<file path="src/rtl/fpu_wb_buffer_pkg.sv">
// Shared FPU definitions: IEEE-754 single classification constants, buffer
// defaults and the FCSR sticky-bit positions consumed downstream.
package fpu_wb_buffer_pkg;

  localparam int         DEPTH_DEFAULT = 4;
  localparam int         RN_W_DEFAULT  = 5;
  localparam logic [7:0] EXP_ALL_ONES  = 8'hff;

  localparam int FCSR_NAN_BIT = 4;
  localparam int FCSR_INF_BIT = 3;

  typedef struct packed {
    logic is_nan;
    logic is_inf;
  } fp_class_t;

endpackage

</file>
<file path="src/rtl/fpu_wb_buffer_if.sv">
// Adder-result push, register-file write-back and forwarding query signals.
interface fpu_wb_buffer_if
  import fpu_wb_buffer_pkg::*;
#(
  parameter int RN_W = RN_W_DEFAULT
);
  logic            in_valid;
  logic            in_ready;
  logic [31:0]     in_data;
  logic [RN_W-1:0] in_rd;
  logic            wb_valid;
  logic            wb_ready;
  logic [31:0]     wb_data;
  logic [RN_W-1:0] wb_rd;
  logic [RN_W-1:0] fwd_rs;
  logic            fwd_hit;
  logic [31:0]     fwd_data;

  modport master (
    output in_valid, in_data, in_rd, wb_ready, fwd_rs,
    input  in_ready, wb_valid, wb_data, wb_rd, fwd_hit, fwd_data
  );

  modport slave (
    input  in_valid, in_data, in_rd, wb_ready, fwd_rs,
    output in_ready, wb_valid, wb_data, wb_rd, fwd_hit, fwd_data
  );
endinterface

</file>
<file path="src/rtl/fpu_wb_buffer_fp_class.sv">
// Combinational NaN / infinity detection for an IEEE-754 single; sign ignored.
module fp_class
  import fpu_wb_buffer_pkg::*;
(
  input  logic [31:0] value,
  output fp_class_t   cls
);
  logic exp_ones;
  logic frac_zero;
  logic sign_unused;

  assign exp_ones    = (value[30:23] == EXP_ALL_ONES);
  assign frac_zero   = (value[22:0] == 23'd0);
  assign sign_unused = value[31];

  assign cls.is_nan = exp_ones & ~frac_zero;
  assign cls.is_inf = exp_ones & frac_zero;
endmodule

</file>
<file path="src/rtl/fpu_wb_buffer.sv">
// In-order write-back FIFO behind the FP adder with youngest-match forwarding
// and sticky NaN/inf status collected from committed results.
module fpu_wb_buffer
  import fpu_wb_buffer_pkg::*;
#(
  parameter int DEPTH = DEPTH_DEFAULT,
  parameter int RN_W  = RN_W_DEFAULT
) (
  input  logic           clk,
  input  logic           clrn,
  fpu_wb_buffer_if.slave bus,
  input  logic           flush,
  input  logic           flag_clr,
  output logic           nan_seen,
  output logic           inf_seen
);
  localparam int PW = $clog2(DEPTH);

  logic [PW-1:0]   rd_ptr_reg;
  logic [PW-1:0]   wr_ptr_reg;
  logic [PW:0]     count_reg;
  logic            nan_reg;
  logic            inf_reg;
  logic [31:0]     data_mem [DEPTH];
  logic [RN_W-1:0] rd_mem   [DEPTH];

  logic            push;
  logic            pop;
  fp_class_t       head_cls;
  logic [DEPTH-1:0] age_match;
  logic [31:0]     age_data [DEPTH];
  logic            fwd_hit;
  logic [31:0]     fwd_data;

  assign bus.in_ready = (count_reg != (PW+1)'(DEPTH));
  assign bus.wb_valid = (count_reg != '0);
  assign bus.wb_data  = bus.wb_valid ? data_mem[rd_ptr_reg] : 32'd0;
  assign bus.wb_rd    = bus.wb_valid ? rd_mem[rd_ptr_reg] : '0;

  assign push = bus.in_valid & bus.in_ready & ~flush;
  assign pop  = bus.wb_valid & bus.wb_ready;

  fp_class u_head_class (
    .value (bus.wb_data),
    .cls   (head_cls)
  );

  // Entries indexed by age: gi=0 is the head, higher gi is younger.
  for (genvar gi = 0; gi < DEPTH; gi++) begin : g_age
    logic [PW-1:0] idx;
    assign idx           = rd_ptr_reg + PW'(gi);
    assign age_match[gi] = ((PW+1)'(gi) < count_reg) && (rd_mem[idx] == bus.fwd_rs);
    assign age_data[gi]  = data_mem[idx];
  end

  always_comb begin
    fwd_hit  = 1'b0;
    fwd_data = 32'd0;
    for (int k = 0; k < DEPTH; k++) begin
      if (age_match[k]) begin
        fwd_hit  = 1'b1;
        fwd_data = age_data[k];
      end
    end
  end

  assign bus.fwd_hit  = fwd_hit;
  assign bus.fwd_data = fwd_data;

  always_ff @(posedge clk) begin
    if (push) begin
      data_mem[wr_ptr_reg] <= bus.in_data;
      rd_mem[wr_ptr_reg]   <= bus.in_rd;
    end
  end

  always_ff @(posedge clk or negedge clrn) begin
    if (!clrn) begin
      rd_ptr_reg <= '0;
      wr_ptr_reg <= '0;
      count_reg  <= '0;
      nan_reg    <= 1'b0;
      inf_reg    <= 1'b0;
    end else begin
      if (flush) begin
        rd_ptr_reg <= '0;
        wr_ptr_reg <= '0;
        count_reg  <= '0;
      end else begin
        if (push) wr_ptr_reg <= wr_ptr_reg + PW'(1);
        if (pop)  rd_ptr_reg <= rd_ptr_reg + PW'(1);
        if (push && !pop)      count_reg <= count_reg + (PW+1)'(1);
        else if (pop && !push) count_reg <= count_reg - (PW+1)'(1);
      end
      // A pop during flush still committed at the register file, so it counts.
      nan_reg <= (nan_reg & ~flag_clr) | (pop & head_cls.is_nan);
      inf_reg <= (inf_reg & ~flag_clr) | (pop & head_cls.is_inf);
    end
  end

  assign nan_seen = nan_reg;
  assign inf_seen = inf_reg;
endmodule

</file>
<file path="src/flat_wrapper.sv">
// flat-port wrapper written by rule: the top's interface ports become plain ports
module fpu_wb_buffer_flat import fpu_wb_buffer_pkg::*;
#(
  parameter int DEPTH = DEPTH_DEFAULT,
  parameter int RN_W  = RN_W_DEFAULT
)
  (clk, clrn, flush, flag_clr, nan_seen, inf_seen, bus_in_valid, bus_in_data, bus_in_rd, bus_wb_ready, bus_fwd_rs, bus_in_ready, bus_wb_valid, bus_wb_data, bus_wb_rd, bus_fwd_hit, bus_fwd_data);
  fpu_wb_buffer_if #(.RN_W(RN_W)) bus_i ();
  input  logic clk;
  input  logic clrn;
  input  logic flush;
  input  logic flag_clr;
  output logic nan_seen;
  output logic inf_seen;
  input wire logic [$bits(bus_i.in_valid)-1:0] bus_in_valid;
  input wire logic [$bits(bus_i.in_data)-1:0] bus_in_data;
  input wire logic [$bits(bus_i.in_rd)-1:0] bus_in_rd;
  input wire logic [$bits(bus_i.wb_ready)-1:0] bus_wb_ready;
  input wire logic [$bits(bus_i.fwd_rs)-1:0] bus_fwd_rs;
  output wire logic [$bits(bus_i.in_ready)-1:0] bus_in_ready;
  output wire logic [$bits(bus_i.wb_valid)-1:0] bus_wb_valid;
  output wire logic [$bits(bus_i.wb_data)-1:0] bus_wb_data;
  output wire logic [$bits(bus_i.wb_rd)-1:0] bus_wb_rd;
  output wire logic [$bits(bus_i.fwd_hit)-1:0] bus_fwd_hit;
  output wire logic [$bits(bus_i.fwd_data)-1:0] bus_fwd_data;
  assign bus_i.in_valid = bus_in_valid;
  assign bus_i.in_data = bus_in_data;
  assign bus_i.in_rd = bus_in_rd;
  assign bus_i.wb_ready = bus_wb_ready;
  assign bus_i.fwd_rs = bus_fwd_rs;
  assign bus_in_ready = bus_i.in_ready;
  assign bus_wb_valid = bus_i.wb_valid;
  assign bus_wb_data = bus_i.wb_data;
  assign bus_wb_rd = bus_i.wb_rd;
  assign bus_fwd_hit = bus_i.fwd_hit;
  assign bus_fwd_data = bus_i.fwd_data;
  fpu_wb_buffer #(.DEPTH(DEPTH), .RN_W(RN_W)) u_core (.clk(clk), .clrn(clrn), .bus(bus_i), .flush(flush), .flag_clr(flag_clr), .nan_seen(nan_seen), .inf_seen(inf_seen));
endmodule
</file>
<file path="config.mk">
export PLATFORM = sky130hd
export DESIGN_NAME = fpu_wb_buffer_flat
export DESIGN_NICKNAME = d
export VERILOG_FILES = /design/src/rtl/fpu_wb_buffer_pkg.sv /design/src/rtl/fpu_wb_buffer_if.sv /design/src/rtl/fpu_wb_buffer_fp_class.sv /design/src/rtl/fpu_wb_buffer.sv /design/src/flat_wrapper.sv
export SDC_FILE = /design/constraint.sdc
export NUM_CORES = 1
export LEC_CHECK = 0
export ABC_AREA = 1
export BUFFER_PORTS_ARGS = -buffer_cell sky130_fd_sc_hd__buf_2
export CAP_MARGIN = 30
export CORE_ASPECT_RATIO = 1.4
export CORE_MARGIN = 2
export CORE_UTILIZATION = 45
export CTS_CLUSTER_SIZE = 8
export DETAILED_ROUTE_END_ITERATION = 6
export PLACE_DENSITY = 0.7
export SKIP_CTS_REPAIR_TIMING = 1
export SLEW_MARGIN = 0
export SYNTH_ARGS = -nofsm -noshare
export SYNTH_HDL_FRONTEND = slang
export SYNTH_SLANG_ARGS = --single-unit
</file>
<file path="constraint.sdc">
create_clock -name clk -period 3 [get_ports clk]
set_input_delay 0.15 -clock clk [delete_from_list [all_inputs] [get_ports clk]]
set_output_delay 0.15 -clock clk [all_outputs]
set_load 0.01 [all_outputs]
</file>
==> Word-level counts from Yosys, hierarchy flattened <==
Memories as Yosys holds them, arrays and structs flattened.
Cells that the tools add are included.
W data, S select, Z words.
{ "word_totals": {"latchBits": 0, "rom_bits": 0, "register_bits": 9, "memories": 2, "inputBits": 48, "ram_bits": 148, "word_cells": 69, "output_inout_bits": 74} }
{ "op_classes": {"n_bitwise": 14, "addsub": 6, "shifts": 0, "n_eq_ne": 6, "n_reduce_logical": 13, "mux": 19, "magnitude_cmp": 4, "n_div": 0, "n_mul": 0} }
{ "memory_table": {"columns": ["memory", "words", "width", "rd", "rd_clocked_by_memory_dff", "write_ports", "line_no", "text"], "rows": [
  ["u_core.data_mem", 4, 32, 4, 0, 1, "fpu_wb_buffer.sv:24", "logic [31:0] data_mem [DEPTH];"],
  ["u_core.rd_mem", 4, 5, 4, 0, 1, "fpu_wb_buffer.sv:25", "logic [RN_W-1:0] rd_mem [DEPTH];"]
]} }
{ "ops": {"columns": ["operator", "n"], "rows": [
  ["$mux W32", 5],
  ["$logic_not A23 Y1", 1],
  ["$eq A5 B5 Y1", 4],
  ["$and A1 B1 Y1", 9],
  ["$mux W3", 3],
  ["$eq A8 B8 Y1 const B", 1],
  ["$mux W2", 4],
  ["$logic_and A1 B1 Y1", 6],
  ["$lt A1 B3 Y1 const A", 2],
  ["$lt A2 B3 Y1 const A", 2],
  ["$mux W1", 6],
  ["$reduce_bool A3 Y1", 2],
  ["$mux W5", 1],
  ["$add A2 B1 Y2 const B", 2],
  ["$add A2 B2 Y2 const B", 2],
  ["$reduce_bool A2 Y1", 2],
  ["$add A3 B1 Y3 const B", 1],
  ["$ne A3 B3 Y1 const B", 1],
  ["$not A1 Y1", 3],
  ["$sub A3 B1 Y3 const B", 1],
  ["$logic_not A1 Y1", 2],
  ["$or A1 B1 Y1", 2]
]} }

==> Depth between registers and ports, before layout <==
Gate-level depths: netlist of the first run.
{ "depth": {"ltp_word": 8, "depth_mapped": 17, "depth_no_buf": 13} }

==> Hierarchy <==
A second synthesis of the first run with hierarchy kept.
{ "unflattened": {"hier_cells": 1560, "hier_area_um2": 10646.5} }
{ "by_module_without_submodules": {"columns": ["mod", "cells_per_inst", "area_per_inst_um2", "seq_area_each_um2", "instances"], "rows": [
  ["fpu_wb_buffer", 1526, 10516.3, 4669.5, 1],
  ["fp_class", 34, 130.1, 0.0, 1]
]} }

==> Least setup slack after synthesis of the first run <==
Ideal clock, no wire load.
{ "synth_path": {"path_type": "reg2reg", "start": "register u_core.count_reg[0]", "end": "memory u_core.data_mem[0][0] (enable)", "path_stages_with_launch": 8, "path_slack_ns": -0.114, "setup_ns": 0.431, "synth_period_minus_slack_ns": 3.114, "arrival_time_ns": 2.683, "required_ns": 2.569, "n_path_buf": 0, "path_cell_list": "dfrtp_1 > inv_1 > ha_1 > nand2_1 > nand2_1 > nor2_1 > inv_1 > nor2_1"} }
{ "synth_via": {"elab_chain_len": 5} }
{ "synth_rtl": {"columns": ["element", "line_no", "text"], "rows": [
  ["from (decl)", "fpu_wb_buffer.sv:21", "logic [PW:0] count_reg;"],
  ["from (signal assigned)", "fpu_wb_buffer.sv:92", "if (push && !pop) count_reg <= count_reg + (PW+1)'(1);"],
  ["from (signal assigned)", "fpu_wb_buffer.sv:93", "else if (pop && !push) count_reg <= count_reg - (PW+1)'(1);"],
  ["$ne A3 B3 Y1", "fpu_wb_buffer.sv:35", "assign bus.in_ready = (count_reg != (PW+1)'(DEPTH));"],
  ["named net bus_in_ready", "flat_wrapper.sv:20", "output wire logic [$bits(bus_i.in_ready)-1:0] bus_in_ready;"],
  ["$and A1 B1 Y1 (2 in a row)", "fpu_wb_buffer.sv:40", "assign push = bus.in_valid & bus.in_ready & ~flush;"],
  ["$mux W1", "fpu_wb_buffer.sv:71", "if (push) begin"],
  ["$mux W1 (implied by the code)", "fpu_wb_buffer.sv:72", "data_mem[wr_ptr_reg] <= bus.in_data;"],
  ["to (decl)", "fpu_wb_buffer.sv:24", null]
]} }
The timed path passes the listed nets, and every way through them passes these cells.

==> Final worst setup path of the first run <==
{ "layout_path": {"start": "register u_core.rd_ptr_reg[0]", "end": "output bus_fwd_data[3]"} }
{ "layout_via": {"elab_chain_len": 7, "elab_cells_between_ends": 17, "cone_classes": "add/sub (3); eq/ne (4); mux (4); reduce/logical (4); memory (2)"} }
{ "layout_rtl": {"columns": ["element", "line_no", "text"], "rows": [
  ["from (decl)", "fpu_wb_buffer.sv:19", "logic [PW-1:0] rd_ptr_reg;"],
  ["from (signal assigned)", "fpu_wb_buffer.sv:91", "if (pop) rd_ptr_reg <= rd_ptr_reg + PW'(1);"],
  ["$add A2 B1 Y2 or $mem_v2 Z4 W5 (tied branches)", null, null],
  ["$mem_v2 Z4 W5 or $eq A5 B5 Y1 (tied branches)", null, null],
  ["$eq A5 B5 Y1 or $logic_and A1 B1 Y1 (tied branches)", "fpu_wb_buffer.sv:52", "assign age_match[gi] = ((PW+1)'(gi) < count_reg) && (rd_mem[idx] == bus.fwd_rs);"],
  ["$logic_and A1 B1 Y1 or $mux W32 (tied branches)", "fpu_wb_buffer.sv:52, fpu_wb_buffer.sv:60", null],
  ["$mux W32 (2 in a row)", "fpu_wb_buffer.sv:60", "if (age_match[k]) begin"],
  ["$mux W32 *", "fpu_wb_buffer.sv:60", null],
  ["to (decl)", "flat_wrapper.sv:25", "output wire logic [$bits(bus_i.fwd_data)-1:0] bus_fwd_data;"]
]} }
Mark *: on every way between the ends. The rest lies on a longest branch, timed or not.

==> results of run 1 <==
[tightest hold or removal path, cell delays in order]
cell and delay (ns):
buf_2 0.10, inv_1 0.05, nand2_1 0.05, nand2_1 0.05
[power groups by stage]
stage          Clock (uW)  Combinational [uW]  Sequential [uW]
6_report             2300                5090             2610
3_5_place_dp            0                4560             2660
5_1_grt              2390                5640             2620
2_1_floorplan           0                3210             2620
3_3_place_gp            0                4520             2650
4_1_cts              2300                4580             2610
[logic make-up after synthesis]
family	after synthesis	share of synthesized area
AO/OA/AOI/OAI	279	0.139
XOR/XNOR	6	0.00502
adder cells (fa/ha/maj)	8	0.00956
buffers and inverters	231	0.0949
flip-flops	157	0.446
AND/OR/NAND/NOR	785	0.302
multiplexers	4	0.00383
[synthesized netlist by cell type (3+ instances only)]
master      n
buf_1       9
buf_6       3
nand3_1    77
xor2_1      6
nand4_1    36
o21ai_0   241
o21ai_1    10
buf_2      39
o21a_1     17
clkbuf_1   33
nor2_1    137
or2_2       3
mux2i_1     4
ha_1        8
nor2_2      3
edfxtp_1  148
inv_1     131
buf_4      14
dfrtp_1     9
nand2_1   525
a21oi_1     7
[path summary, 6_finish.rpt]
kind,from,endpoint,cells past startpoint
worst min register to register,u_core.nan_seen,u_core.nan_seen,2
worst max-delay path,u_core.rd_ptr_reg[0],bus_fwd_data[3],15
max in group asynchronous,clrn,u_core.rd_ptr_reg[0],2
min in group asynchronous,clrn,u_core.wr_ptr_reg[0],2
worst max register to register,u_core.rd_ptr_reg[0],u_core.nan_seen,11
worst min-delay path,flag_clr,u_core.nan_seen,4
[cell type report]
class / count / share of cell area
multi-input combinational: 1082 / 0.384
sequential: 157 / 0.365
antenna: 1 / 0.000196
clock inverter: 14 / 0.0142
tap: 306 / 0.0299
timing repair buffer: 209 / 0.132
clock buffer: 18 / 0.0343
inverter: 133 / 0.0397
[through the flow]
step           hold WS, ns  utilization  setup slack (ns)  setup TNS, ns
6_report           0.00227        0.556            0.0275              0
5_1_grt             0.0255        0.555            -0.118          -1.73
4_1_cts             -0.450        0.521            -0.143          -2.93
3_5_place_dp        0.0183        0.495             0.369              0
3_3_place_gp        0.0191        0.495             0.380              0
2_1_floorplan       -0.146            -            -0.114         -16.94
[routing by layer]
layer / wire length [um] / track usage / vias up
met5: 0 / 0 / -
met4: 1340 / 0.126 / 0
met3: 2030 / 0.0426 / 91
met2: 15000 / 0.416 / 412
met1: 11700 / 0.269 / 4631
li1: - / - / 5064
==> out/results.tsv, run 1 <==
metric	value	unit
run_status	completed	
synth_area	10500	sq um
cts_sinks	157	
synth_edf_count	148	
synth_cell_types	31	
stdcell_area	12800	sq um
slew_headroom	0.490	
r2r_setup_slack	0.40	ns
rsz0062_at_grt	yes	
grt_max_degree	185	
p_int	5600	uW
clk_path_buf_depth	2	
p_leak	0.00580	uW
dr.pass1.iters	5	
critical_path.cell_chain	buf_8, buf_4, nand2_1, nand3_1, nand3_1, nand2_1, nor2_1, nand3_1, buf_4, nor2_1, nand2_1, nand3_1, nand2_1, nand2_2, buf_2	
dp_cells	1831	
sw_frac_of_total	0.440	
fin_crit_sh	0.991	
slowest_stage	dfrtp_4	
cp-end-kind	primary output	
finalSetupViolations	0	
nets	1656	
comb_power_share	0.509	
core	23000	sq um
pwr-share-clk	0.230	
drv_cap	0	
drive_gt1_frac	0.143	
die_x	133	um
antenna_found_initial	1	
num_rows	66	
slew_viol_final	0	
start_util	0.454	
cp.required	2.85	ns
cts_root_buf	clkbuf_16	
instances_no_fill	1920	
final_common_cell	nand2_1	
max_freq	336	MHz
place.gp.congestion	0.904	
yosysTopAreaCellShare	0.425	
critPathMaxFanout	15	
multi_input_area	4920	sq um
grt_pass1_wl	44.8	mm
post_drt_wl_per_cell	15.7	um
yosys-top-cells-area	edfxtp_1, nand2_1, o21ai_0, nor2_1, inv_1	
io_pins	122	
area_growth	22.3	%
cts_tree	built	
fillers	2123	
die_area	24500	sq um
worstMarginPinSlew	0.765	ns
clk_latency	0.44	ns
initialDrtViolationCount	842	
vias	10200	
overflow	0	
final.setup_skew	0.00753	ns
ys_seq_area_frac	0.446	
synth_area_per_cell	7.12	sq um
synth_area_leader_cell	edfxtp_1	
final_cell_mix	nand2_1, o21ai_0, edfxtp_1	
critPathLaunchType	flip-flop	
dieHeight	184	um
critPathMaxStageDelay	0.57	ns
synth_nets	1526	
clk_pin_slew	0.06	ns
htree_levels	4	
viasPerCell	5.31	
drtAntennaViolNets	0	
hold_class	in -> reg	
yosys_warnings	0	
power.density	781	nW/um^2
path_buf_inv	4	
peakVddDrop	517	uV
port_buffers	121	
numCtsBuffers	17	
p_sw	4400	uW
worst_path_dominant_cell_family	simple AND/OR/NAND/NOR gates	
ys_async_sr_fraction	0.0573	
track_usage	0.235	
postSynthCellCount	1470	
wirelength	30.1	mm
largest_reg_flops	128	
crit_type	reg -> out	
synth_seq_cells	157	
crit_arrival	2.82	ns
power	10000	uW
drc	0	
hold_violations	0	
p_seq_frac	0.261	
place_area	11400	sq um
grt_pass1_vias	9014	
synth_ff_type	edfxtp_1	
hpwlAfterDp	19.2	mm
finalCriticalPeriod	2.97	ns
seqCellArea	4670	sq um
Power figures use the tool's default switching activity.
==> run 2: changes to the inputs <==
--- a/config.mk
+++ b/config.mk
@@ -11,6 +11,7 @@
 export CORE_ASPECT_RATIO = 1.4
 export CORE_MARGIN = 2
 export CORE_UTILIZATION = 45
+export CTS_CLUSTER_DIAMETER = 50
 export CTS_CLUSTER_SIZE = 8
 export DETAILED_ROUTE_END_ITERATION = 6
 export PLACE_DENSITY = 0.7
@@ -18,4 +19,5 @@
 export SLEW_MARGIN = 0
 export SYNTH_ARGS = -nofsm -noshare
 export SYNTH_HDL_FRONTEND = slang
+export SYNTH_HIERARCHICAL = 1
 export SYNTH_SLANG_ARGS = --single-unit
==> run 2 against run 1 <==
Flip-flop and latch count unchanged; the flow now finishes with violations (DRC); utilization up 0.052 points; cell area is 0.81% higher.
==> out/results.tsv, run 2 <==
metric	value	unit
run_status	finished, violations left	
violations	DRC	
synth_most_common_cell	nand2_1	
sw_frac_of_total	0.436	
p_leak	0.00617	uW
grt_pass1_vias	9139	
place.gp.congestion	0.887	
wirelength	30.2	mm
critPathLaunchType	flip-flop	
synthTopCellsByCount	nand2_1, o21ai_0, nor2_1, inv_1, edfxtp_1	
hpwlAfterDp	18.6	mm
critical_path.cell_chain	inv_8, buf_12, nand2_1, nand3_1, nand2_1, nand2_1, nand2_1, nor2_2, nand2_1, nor2_4, buf_12, nor2_1, nand2_1, nand2_1, nand2_1, buf_2	
die_area	24900	sq um
pwr-share-clk	0.225	
clk_pin_slew	0.07	ns
crit_arrival	2.78	ns
postSynthCellCount	1560	
hold_violations	0	
cp.required	2.85	ns
synth_area_per_cell	6.82	sq um
rsz0062_at_grt	yes	
cts_tree	built	
slew_headroom	0.548	
p_sw	4300	uW
holdWs	0.0393	ns
htree_levels	4	
finalSetupViolations	0	
viasPerCell	5.11	
dr.pass1.iters	7	
fillers	2169	
io_pins	122	
die_x	134	um
core	23200	sq um
insertedDiodeCount	0	
yosys-top-cells-area	edfxtp_1, nand2_1, o21ai_0, nor2_1, inv_1	
initialDrtViolationCount	835	
numCtsBuffers	17	
crit_type	reg -> out	
comb_power_share	0.509	
place_area	11500	sq um
slowest_stage	dfrtp_4	
start_util	0.459	
holdPathStages	4	
cp-end-kind	primary output	
num_rows	66	
synth_cell_types	27	
post_drt_wl_per_cell	15.0	um
largest_reg_flops	128	
drtAntennaViolNets	0	
critPathMaxStageDelay	0.56	ns
drv_cap	0	
setup_ws	0.0651	ns
max_freq	341	MHz
synth_area	10600	sq um
track_usage	0.227	
synth_area_leader_cell	edfxtp_1	
worstMarginPinSlew	0.678	ns
ys_async_sr_fraction	0.0573	
finalCriticalPeriod	2.93	ns
vias	10300	
cts_root_buf	clkbuf_16	
area_growth	21.2	%
cpMostUsedCell	nand2_1	
p_seq_frac	0.266	
yosysTopAreaCellShare	0.417	
hold_class	in -> reg	
yosys_warnings	6	
synth_seq_cells	157	
port_buffers	121	
ys_seq_area_frac	0.439	
synth_ff_type	edfxtp_1	
overflow	0	
peakVddDrop	476	uV
synth_edf_count	148	
grt_max_degree	87	
cts_sinks	157	
drive_gt1_frac	0.146	
final_cell_mix	nand2_1, o21ai_0, nor2_1	
nets	1752	
antenna_found_initial	0	
final_util	0.556	
dieHeight	186	um
slew_viol_final	0	
reg2regPathDepth	15	
synth_nets	1616	
clk_path_buf_depth	2	
power.density	763	nW/um^2
final_common_cell	nand2_1	
critPathMaxFanout	32	
p_int	5550	uW
final.setup_skew	0.0114	ns
stdcell_area	12900	sq um
post-place-ws	0.326	ns
clk_latency	0.42	ns
fin_crit_sh	0.978	
drc	1	
grt_pass1_wl	44.1	mm
-- run 2: power groups by stage --
stage,Clock (uW),Combinational (uW),Sequential [uW]
after floorplan,0,3280,2640
after global placement,0,4540,2650
after global routing,2320,5640,2630
after detailed placement,0,4610,2650
after CTS,2230,4640,2600
final,2210,5020,2620
-- run 2: worst paths after layout --
kind	slack, ns	to	from
min in group asynchronous	0.11	u_core/wr_ptr_reg[0]	clrn
max in group asynchronous	2.67	u_core/rd_ptr_reg[0]	clrn
worst min register to register	0.55	u_core/nan_seen	u_core/nan_seen
worst max register to register	0.31	u_core/nan_seen	u_core/count_reg[0]
worst max-delay path	0.07	bus_fwd_data[30]	u_core/rd_ptr_reg[0]
worst min-delay path	0.04	u_core/wr_ptr_reg[0]	bus_in_valid
-- run 2: final cells by class --
class	count	area, sq um	share of cell area
multi-input combinational	1125	4890	0.379
sequential	157	4670	0.362
timing repair buffer	208	1640	0.127
inverter	187	713	0.0553
clock buffer	20	447	0.0346
tap	306	383	0.0297
clock inverter	12	159	0.0123
-- run 2: cell families after synthesis --
kind of cell / count (synthesis) / share of synthesized area
buffers and inverters: 279 / 0.113
AO/OA/AOI/OAI: 251 / 0.118
XOR/XNOR: 6 / 0.00494
AND/OR/NAND/NOR: 859 / 0.315
flip-flops: 157 / 0.439
adder cells (fa/ha/maj): 8 / 0.00940
-- run 2: routing by layer --
layer  vias to the layer above  global-route usage  share of wire
met1                      4619               0.270           0.40
li1                       5191                   -              -
met5                         -                   0              0
met3                        71              0.0283          0.063
met4                         0               0.105          0.035
met2                       406               0.407           0.50
-- run 2: through the flow --
stage               cells  TNS, ns  total power [uW]
floorplan            1560   -26.90              5910
global placement     1929        0              7180
detailed placement   1929        0              7270
CTS                  1961   -0.530              9470
global route         2015   -0.112             10600
finish               2015        0              9850
-- run 2: critical path: cells and delay by family (launching register included) --
| family | cells | cell delay, ns |
|---|---|---|
| buffers and inverters | 4 | 0.62 |
| flip-flops | 1 | 0.56 |
| AND/OR/NAND/NOR | 12 | 1.17 |
==> run 3: changes to the inputs <==
--- a/config.mk
+++ b/config.mk
@@ -5,7 +5,6 @@
 export SDC_FILE = /design/constraint.sdc
 export NUM_CORES = 1
 export LEC_CHECK = 0
-export ABC_AREA = 1
 export BUFFER_PORTS_ARGS = -buffer_cell sky130_fd_sc_hd__buf_2
 export CAP_MARGIN = 30
 export CORE_ASPECT_RATIO = 1.4
==> constraint.sdc (replaced) <==
create_clock -name clk -period 2.65 [get_ports clk]
set_input_delay 0.1325 -clock clk [delete_from_list [all_inputs] [get_ports clk]]
set_output_delay 0.1325 -clock clk [all_outputs]
set_load 0.01 [all_outputs]
==> run 3 against run 2 <==
The run ends with setup timing left; flip-flop and latch count is the same; critical path depth shrank 4; first-iteration DRC count shrank 3.6%; combinational power grew 36%; sequential power grew 14%; utilization grew 7.0 points.
==> out/results.tsv, run 3 <==
metric	value	unit
run_status	finished, violations left	
violations	setup timing	
drv_cap	0	
synth_area_per_cell	11.4	sq um
rsz0062_at_grt	yes	
largest_reg_flops	128	
r2r-start	u_core/rd_ptr_reg[1]	
grt_pass1_vias	8620	
power.density	869	nW/um^2
peakVddDrop	515	uV
final_common_cell	edfxtp_1	
antenna_found_initial	0	
drtAntennaViolNets	0	
power	12300	uW
fillers	1725	
yosysTopAreaCellShare	0.426	
cts_root_buf	clkbuf_16	
setup_ws	-0.826	ns
synth_edf_count	148	
track_usage	0.245	
instances_no_fill	1462	
dp_cells	1359	
fin_crit_sh	1.31	
final_cell_mix	edfxtp_1, buf_2, mux2_2	
grt_pass1_wl	46.3	mm
grt_max_degree	87	
synth_cell_types	43	
worstMarginPinSlew	0.540	ns
cts_sinks	157	
nets	1204	
drive_gt1_frac	0.460	
hold_class	in -> async	
synth_area_leader_cell	edfxtp_1	
drc	0	
synth_seq_cells	157	
start_util	0.460	
io_pins	122	
yosys-top-cells-area	edfxtp_1, mux2_2, a311oi_1, nor4b_1, mux2i_1	
synth_area	10400	sq um
die_area	24400	sq um
worst_path_dominant_cell_family	buffers and inverters	
ys_seq_area_frac	0.447	
critPathMaxStageDelay	0.50	ns
post_drt_wl_per_cell	22.2	um
area_growth	36.0	%
crit_arrival	3.34	ns
overflow	0	
finalSetupViolations	33	
p_leak	0.00502	uW
hpwlAfterDp	20.3	mm
slew_viol_final	0	
cts_tree	built	
numCtsBuffers	17	
yosys_warnings	6	
critPathMaxFanout	17	
dr.pass1.iters	6	
synth_ff_type	edfxtp_1	
num_rows	65	
clk_path_buf_depth	2	
cpMostUsedCell	buf_4	
slowest_stage	dfrtp_4	
wirelength	32.4	mm
ys_async_sr_fraction	0.0573	
crit_type	reg -> out	
finalCriticalPeriod	3.48	ns
htree_levels	4	
port_buffers	121	
clk_pin_slew	0.07	ns
place.gp.congestion	0.882	
synth_most_common_cell	edfxtp_1	
hold_violations	0	
vias	9090	
holdWs	0.109	ns
synth_nets	974	
core	22700	sq um
initialDrtViolationCount	805	
dieHeight	184	um
max_freq	288	MHz
clk_latency	0.44	ns
cp.required	2.52	ns
reg2regPathDepth	12	
critical_path.cell_chain	buf_8, buf_4, buf_4, mux4_2, xor2_1, nor4_4, buf_6, buf_12, or3b_1, mux2_2, o22ai_2, buf_2	
insertedDiodeCount	0	
synthTopCellsByCount	edfxtp_1, mux2_2, nor2_1, a311oi_1, nor4b_1	
postSynthCellCount	918	
r2r_setup_slack	0.04	ns
path_buf_inv	6	
cp-end-kind	primary output	
die_x	133	um
final.setup_skew	0.0150	ns
critPathLaunchType	flip-flop	
r2r_end	u_core/nan_seen	
viasPerCell	6.22	
slew_headroom	0.640	
-- run 3: cell types whose count changed after synthesis, sizes merged, moves of 54 or more --
cell    before  now
a311oi       0   64
o21ai      245   44
nor2       204   70
mux2         0  124
inv        187    8
mux2i        0   54
nand2      577   47
nand3       70    4
nor4b        0   63
-- run 3: report_power, final --
part / total (uW) / internal [uW] / switching, uW
combinational: 6850 / 3060 / 3790
clock: 2510 / 1510 / 1000
sequential: 2980 / 2880 / 103
total: 12300 / 7440 / 4900
-- run 3: per-layer routing --
layer  global-route usage  vias up  routed length, um
met1                0.283     4446              12200
met3               0.0462      111               2030
li1                     -     4065                  -
met4                0.148        0               1510
met5                    0        -                  0
met2                0.424      468              16700
-- run 3: cell type report --
cell class	count	area, sq um	area share
Tap cell	301	377	0.0265
Timing Repair Buffer	309	2660	0.187
Inverter	8	30.0	0.00212
Sequential cell	157	4680	0.329
Clock buffer	21	450	0.0317
Multi-Input combinational cell	655	5860	0.413
Clock inverter	11	146	0.0103
-- run 3: logic make-up (layout without fill, tap and decap cells) --
logic type,count (synthesis),in the layout,share of synthesized area
AND/OR/NAND/NOR,256,256,0.149
multiplexers,192,192,0.216
AO/OA/AOI/OAI,177,177,0.113
flip-flops,157,157,0.447
buffers and inverters,106,349,0.0464
XOR/XNOR,22,22,0.0185
adder cells (fa/ha/maj),8,8,0.00959
-- run 3: stage by stage --
step | TNS (ns) | utilization | cell area (sq um) | setup WS (ns)
floorplan | -0.163 | - | 10600 | -0.0174
global placement | -9.92 | 0.544 | 12300 | -0.340
detailed placement | -11.30 | 0.544 | 12300 | -0.386
CTS | -27.24 | 0.570 | 12900 | -0.877
global route | -26.81 | 0.626 | 14200 | -0.882
finish | -24.11 | 0.626 | 14200 | -0.826
-- run 3: worst max path at each step --
stage                                    start               end  slack [ns]  cells after the start
final                     u_core/rd_ptr_reg[1]  bus_fwd_data[10]       -0.83                     12
after global routing      u_core/rd_ptr_reg[0]  bus_fwd_data[10]       -0.88                     10
after CTS                 u_core/rd_ptr_reg[0]  bus_fwd_data[11]       -0.88                      9
after detailed placement  u_core/rd_ptr_reg[1]  bus_fwd_data[12]       -0.39                      9
after global placement    u_core/rd_ptr_reg[1]  bus_fwd_data[15]       -0.34                      9
after floorplan           u_core/rd_ptr_reg[0]  bus_fwd_data[10]       -0.02                     10
